[src/rtl/updown_mod_counter_pkg.sv]
// Shared constants and helpers for the up/down modulo counter family.
// Latency: n/a (package only). Backpressure: n/a.
// Optional feature macro used by this family: CNT_PRESCALE_EN.
package cnt_pkg;

    localparam logic CNT_UP   = 1'b1;
    localparam logic CNT_DOWN = 1'b0;
    localparam logic CNT_WRAP = 1'b0;
    localparam logic CNT_SAT  = 1'b1;

    // Bits needed to hold 0..n-1, never less than one so PRESCALE=1 still elaborates.
    function automatic int cnt_clog2w(input int n);
        int w;
        w = 1;
        while ((1 << w) < n) w++;
        return w;
    endfunction

endpackage

[src/rtl/updown_mod_counter_if.sv]
// Control/status bundle of the up/down modulo counter.
// Latency: n/a (wires only). Backpressure: none, purely level-driven controls.
// Feature macro CNT_PRESCALE_EN does not change this bundle.
interface updown_mod_counter_if #(
    parameter int WIDTH = 4
);

    logic             enable;
    logic             up_down;
    logic             mode_sat;
    logic             load;
    logic [WIDTH-1:0] load_value;
    logic             clear_ovf;
    logic [WIDTH-1:0] count;
    logic             tc;
    logic             ovf;

    modport master (
        output enable, up_down, mode_sat, load, load_value, clear_ovf,
        input  count, tc, ovf
    );

    modport slave (
        input  enable, up_down, mode_sat, load, load_value, clear_ovf,
        output count, tc, ovf
    );

endinterface

[src/rtl/updown_mod_counter_prescaler.sv]
// Divides enabled cycles by PRESCALE; tick is high on the last phase while enabled.
// Latency: tick is combinational from the registered phase and enable.
// Backpressure: phase holds while enable=0; clear restarts the phase at 0.
module cnt_prescaler
    import cnt_pkg::*;
#(
    parameter int PRESCALE = 4
) (
    input  logic clk,
    input  logic reset,
    input  logic enable,
    input  logic clear,
    output logic tick
);

    localparam int              PW   = cnt_clog2w(PRESCALE);
    localparam logic [PW-1:0]   LAST = PW'(PRESCALE - 1);

    logic [PW-1:0] r_phase;
    logic          w_last;

    assign w_last = (r_phase == LAST);
    assign tick   = enable & w_last;

    always_ff @(posedge clk) begin
        if (!reset) begin
            r_phase <= '0;
        end else if (clear) begin
            r_phase <= '0;
        end else if (enable) begin
            r_phase <= w_last ? '0 : r_phase + PW'(1);
        end
    end

endmodule

[src/rtl/updown_mod_counter.sv]
// Up/down modulo counter with load clamp, wrap/saturate, registered tc and sticky ovf.
// Latency: 1 cycle for reset/load/step; no input-to-output combinational path.
// Backpressure: none; enable=0 holds state. Macro CNT_PRESCALE_EN adds a step prescaler.
module updown_mod_counter
    import cnt_pkg::*;
#(
    parameter int WIDTH    = 4,
    parameter int MAX      = 2**WIDTH - 1
`ifdef CNT_PRESCALE_EN
    ,
    parameter int PRESCALE = 4
`endif
) (
    input  logic                  clk,
    input  logic                  reset,
    updown_mod_counter_if.slave   bus
);

    localparam logic [WIDTH-1:0] MAX_V = WIDTH'(MAX);

    logic [WIDTH-1:0] r_count;
    logic             r_tc;
    logic             r_ovf;

    logic             w_tick;
    logic             w_step;
    logic             w_at_max;
    logic             w_at_zero;
    logic             w_boundary;
    logic [WIDTH-1:0] w_load_clamped;
    logic [WIDTH-1:0] w_count_nxt;
    logic             w_ovf_nxt;

`ifdef CNT_PRESCALE_EN
    cnt_prescaler #(
        .PRESCALE (PRESCALE)
    ) u_prescaler (
        .clk    (clk),
        .reset  (reset),
        .enable (bus.enable & ~bus.load),
        .clear  (bus.load),
        .tick   (w_tick)
    );
`else
    assign w_tick = 1'b1;
`endif

    always_comb begin
        w_at_max       = (r_count == MAX_V);
        w_at_zero      = (r_count == '0);
        w_step         = bus.enable & ~bus.load & w_tick;
        w_load_clamped = (bus.load_value > MAX_V) ? MAX_V : bus.load_value;
        w_boundary     = w_step & ((bus.up_down == CNT_UP) ? w_at_max : w_at_zero);
        w_count_nxt    = r_count;

        if (bus.load) begin
            w_count_nxt = w_load_clamped;
        end else if (w_step) begin
            if (bus.up_down == CNT_UP) begin
                if (w_at_max) begin
                    w_count_nxt = (bus.mode_sat == CNT_SAT) ? MAX_V : '0;
                end else begin
                    w_count_nxt = r_count + WIDTH'(1);
                end
            end else begin
                if (w_at_zero) begin
                    w_count_nxt = (bus.mode_sat == CNT_SAT) ? '0 : MAX_V;
                end else begin
                    w_count_nxt = r_count - WIDTH'(1);
                end
            end
        end

        // A boundary hit in the same cycle as clear_ovf keeps the flag set.
        w_ovf_nxt = w_boundary ? 1'b1 : (bus.clear_ovf ? 1'b0 : r_ovf);
    end

    always_ff @(posedge clk) begin
        if (!reset) begin
            r_count <= '0;
            r_tc    <= 1'b0;
            r_ovf   <= 1'b0;
        end else begin
            r_count <= w_count_nxt;
            r_tc    <= w_boundary;
            r_ovf   <= w_ovf_nxt;
        end
    end

    assign bus.count = r_count;
    assign bus.tc    = r_tc;
    assign bus.ovf   = r_ovf;

endmodule

[src/flat_wrapper.sv]
// flat-port wrapper written by rule: the top's interface ports become plain ports
module updown_mod_counter_flat import cnt_pkg::*;
#(
    parameter int WIDTH    = 4,
    parameter int MAX      = 2**WIDTH - 1

)
  (clk, reset, bus_enable, bus_up_down, bus_mode_sat, bus_load, bus_load_value, bus_clear_ovf, bus_count, bus_tc, bus_ovf);
  updown_mod_counter_if #(.WIDTH(WIDTH)) bus_i ();
  input  logic clk;
  input  logic reset;
  input wire logic [$bits(bus_i.enable)-1:0] bus_enable;
  input wire logic [$bits(bus_i.up_down)-1:0] bus_up_down;
  input wire logic [$bits(bus_i.mode_sat)-1:0] bus_mode_sat;
  input wire logic [$bits(bus_i.load)-1:0] bus_load;
  input wire logic [$bits(bus_i.load_value)-1:0] bus_load_value;
  input wire logic [$bits(bus_i.clear_ovf)-1:0] bus_clear_ovf;
  output wire logic [$bits(bus_i.count)-1:0] bus_count;
  output wire logic [$bits(bus_i.tc)-1:0] bus_tc;
  output wire logic [$bits(bus_i.ovf)-1:0] bus_ovf;
  assign bus_i.enable = bus_enable;
  assign bus_i.up_down = bus_up_down;
  assign bus_i.mode_sat = bus_mode_sat;
  assign bus_i.load = bus_load;
  assign bus_i.load_value = bus_load_value;
  assign bus_i.clear_ovf = bus_clear_ovf;
  assign bus_count = bus_i.count;
  assign bus_tc = bus_i.tc;
  assign bus_ovf = bus_i.ovf;
  updown_mod_counter #(.WIDTH(WIDTH), .MAX(MAX)) u_core (.clk(clk), .reset(reset), .bus(bus_i));
endmodule
[config.mk]
export PLATFORM = sky130hd
export DESIGN_NAME = updown_mod_counter_flat
export DESIGN_NICKNAME = d
export VERILOG_FILES = /design/src/rtl/updown_mod_counter_pkg.sv /design/src/rtl/updown_mod_counter_if.sv /design/src/rtl/updown_mod_counter_prescaler.sv /design/src/rtl/updown_mod_counter.sv /design/src/flat_wrapper.sv
export SDC_FILE = /design/constraint.sdc
export NUM_CORES = 1
export LEC_CHECK = 0
export CAP_MARGIN = 0
export CELL_PAD_IN_SITES_DETAIL_PLACEMENT = 1
export CELL_PAD_IN_SITES_GLOBAL_PLACEMENT = 2
export CORE_MARGIN = 4
export CORE_UTILIZATION = 24
export CTS_CLUSTER_DIAMETER = 40
export DETAILED_ROUTE_END_ITERATION = 10
export PLACE_DENSITY = 0.78
export SYNTH_ARGS = -nofsm -noshare
export SYNTH_HDL_FRONTEND = slang
export SYNTH_SLANG_ARGS = --single-unit
[constraint.sdc]
create_clock -name clk -period 2 [get_ports clk]
set_clock_uncertainty 0.05 [all_clocks]
set_input_delay 0.2 -clock clk [delete_from_list [all_inputs] [get_ports clk]]
set_output_delay 0.2 -clock clk [all_outputs]
set_load 0.005 [all_outputs]
==> impl_metrics.toml <==
[outcome]
status = "complete, no violations"

[setup_path]
cp_data_arrival_time_ns = 1.46
slowest_delay_ns = 0.62
critPathKind = "flop to output port"
critPathTopFamily = "flip-flops"
cp_cell_sequence = "clkdlybuf4s50_1"
worstSetupEndpointType = "output port"
critPathSlowestCell = "dfxtp_1"
crit_required_ns = 1.75
cp_max_fo = 15
r2r-start = "u_core.bus.count[1]$_SDFFE_PN0P_"
r2r_slack_ns = 0.31
critPathLaunchType = "flop"
crit_buf_inv = 1
ff2ff_path_depth = 6
rr_endpoint = "u_core.bus.count[0]$_SDFFE_PN0P_"

[grt]
grt_overflow_total = 0
antenna_found_initial = 0
grt_use_total_pct = 12.9
grt_pass1_wl_um = 2700
grt_max_degree = 16
grt_pass1_vias = 542

[clock_tree]
cts_hold_buf = 0
clock_path_buffers = 2
clockRootBuffer = "clkbuf_4"
clk_pin_slew_ns = 0.04
cts_setup_buffers = 0
h-tree-depth = 1
cts_sinks = 6
ctsResizeCount = 0
cts_tree = "yes"
clock_latency_ns = 0.25
cts_made_buffers = 3

[timing]
slew_viol_final = 0
tns_ns = 0
timing.fmax_mhz = 586
setup_viol = 0
finalCritPeriodShare_pct = 85.4
relSlewSlack_pct = 66.8
finalHoldViolCount = 0
rsz0062_at_grt = "no"
worstMarginPinSlew_ns = 0.498
period_minus_slack_ns = 1.71

[finish]
fin_nets = 99
seqCellArea_um2 = 120
final_area_um2 = 738
drive_gt1_share_pct = 15.5
fillerInstances = 249
n_antenna_cell = 0
multiInputGateArea_um2 = 357
final_cell_mix = "clkdlybuf4s50_1 (16), a21oi_1 (6), nor2_1 (6), dfxtp_1 (6)"
area_growth_pct = 39.5
final_common_cell = "clkdlybuf4s50_1"

[flow_run]
drv_cap = 0

[floorplanning]
fp-row-count = 16
initial_core_util_pct = 26.2
ios = 17
die-height_um = 55.0
die_area_um2 = 3020
core_area_um2 = 2020
die_width_um = 55.0

[power_and_ir_drop]
peakVddDrop_mv = 0.374
p_leak_nw = 0.273
power_density_nw_per_um2 = 536

[placement]
gp_congestion = 0.761
dp_hpwl_um = 1270
portBuffers = 16
dpl_cell_area_um2 = 716

[worst_hold_path]
hold_path.startpoint = "u_core.bus.ovf$_SDFFE_PN0P_"
holdPathStages = 2
hold_end = "u_core.bus.ovf$_SDFFE_PN0P_"
hold_class = "flop to flop"

[yosys]
synth_area_um2 = 529
synth_cells = 65
netlist.area_leader.share_pct = 22.7
yosysSeqAreaShare_pct = 22.7
yosys.area.top_type = "dfxtp_1"
synth.distinct_cells = 33
synth_area_leaders = "dfxtp_1 (23%), a21oi_1 (5.7%), ha_1 (4.7%), buf_6 (4.3%), nor2_1 (4.3%)"
synth_seq_cells = 6
avgSynthCellArea_um2 = 8.14
synth_nets = 78
yosysWarnings = 0

[detailed_routing]
vias = 557
wirelength_um = 1640
route.detailed.drc = 0
drt.antenna.violating_nets = 0
drt-vias-per-instance = 5.02
drt_iter0_drc = 9
wl_per_cell_um = 14.8
dr.pass1.iters = 4
-- metrics by stage --
stage / cells / hold WS [ns] / total power [mW] / util (%) / setup slack, ns
floorplan: 65 / 0.296 / 0.227 / - / 0.464
detailed placement: 108 / 0.433 / 0.284 / 35.4 / 0.326
global route: 111 / 0.485 / 0.427 / 36.5 / 0.178
CTS: 111 / 0.441 / 0.403 / 36.5 / 0.288
global placement: 108 / 0.431 / 0.283 / 35.4 / 0.319
finish: 111 / 0.438 / 0.395 / 36.5 / 0.292
-- Yosys cell counts --
cell and count:
a31oi_1 1, a21oi_1 6, o21bai_1 1, o311ai_0 1, o21ai_0 1, a211oi_1 1
nand2b_1 2, nor4b_2 1, ha_1 2, nor3b_1 2, inv_2 1, nand3_1 1
mux2i_1 2, nand2_1 2, nand3b_1 1, or3_4 1, nor3b_2 1, o22ai_2 1
nor4b_1 1, a41oi_1 1, buf_4 2, dfxtp_1 6, o21ai_1 4, or2b_4 1
and3_1 2, o22ai_1 2, o32a_1 2, inv_1 3, nor3_1 3, buf_6 2
a311oi_1 1, a21o_1 1, nor2_1 6
-- how the worst max path moves through the flow --
stage	cells past startpoint	end	slack, ns	startpoint
6_report	1	bus_count[2]	0.29	u_core.bus.count[2]$_SDFFE_PN0P_
5_1_grt	6	u_core.bus.count[0]$_SDFFE_PN0P_	0.18	u_core.bus.count[1]$_SDFFE_PN0P_
4_1_cts	1	bus_count[2]	0.29	u_core.bus.count[2]$_SDFFE_PN0P_
3_5_place_dp	6	u_core.bus.count[0]$_SDFFE_PN0P_	0.33	u_core.bus.count[1]$_SDFFE_PN0P_
3_3_place_gp	6	u_core.bus.count[0]$_SDFFE_PN0P_	0.32	bus_mode_sat
2_1_floorplan	6	u_core.bus.count[0]$_SDFFE_PN0P_	0.46	u_core.bus.count[0]$_SDFFE_PN0P_
-- routing by layer --
layer  vias to the layer above  global-route usage (%)  wire length [µm]
met5                         -                       0                 0
li1                        284                       -                 -
met1                       258                    18.8               860
met2                        13                    16.7               680
met4                         0                    3.64                13
met3                         2                    5.36                84
-- state kept, by name, summed over array words and instances (netlist names) --
| register | cells |
|---|---|
| u_core.bus.count | 4 |
| u_core.bus.ovf | 1 |
| u_core.bus.tc | 1 |
-- cell families after synthesis --
family,Yosys count,synth area share [%]
compound gates,23,29.3
fa+ha+maj,2,4.73
buf+inv,8,9.93
flops,6,22.7
mux,2,3.78
simple gates,24,29.5
-- where the power goes --
group          internal (mW)  total [mW]  leakage, nW  switching (mW)
sequential             0.128       0.145       0.0494          0.0175
clock                 0.0680       0.113       0.0138          0.0448
combinational         0.0788       0.137        0.210          0.0585
-- worst min-delay path, cell delays in order, from the launching register on --
cell and delay, ns:
dfxtp_1 0.31, nand3b_1 0.08, o21ai_1 0.05
-- cell type report --
cell class	instances	area share [%]
clock buffer	3	3.05
tap	27	4.58
timing repair buffer	20	25.8
sequential	6	16.3
multi-input combinational	51	48.3
inverter	4	2.03
No activity file was read; power rests on OpenSTA's default activity.
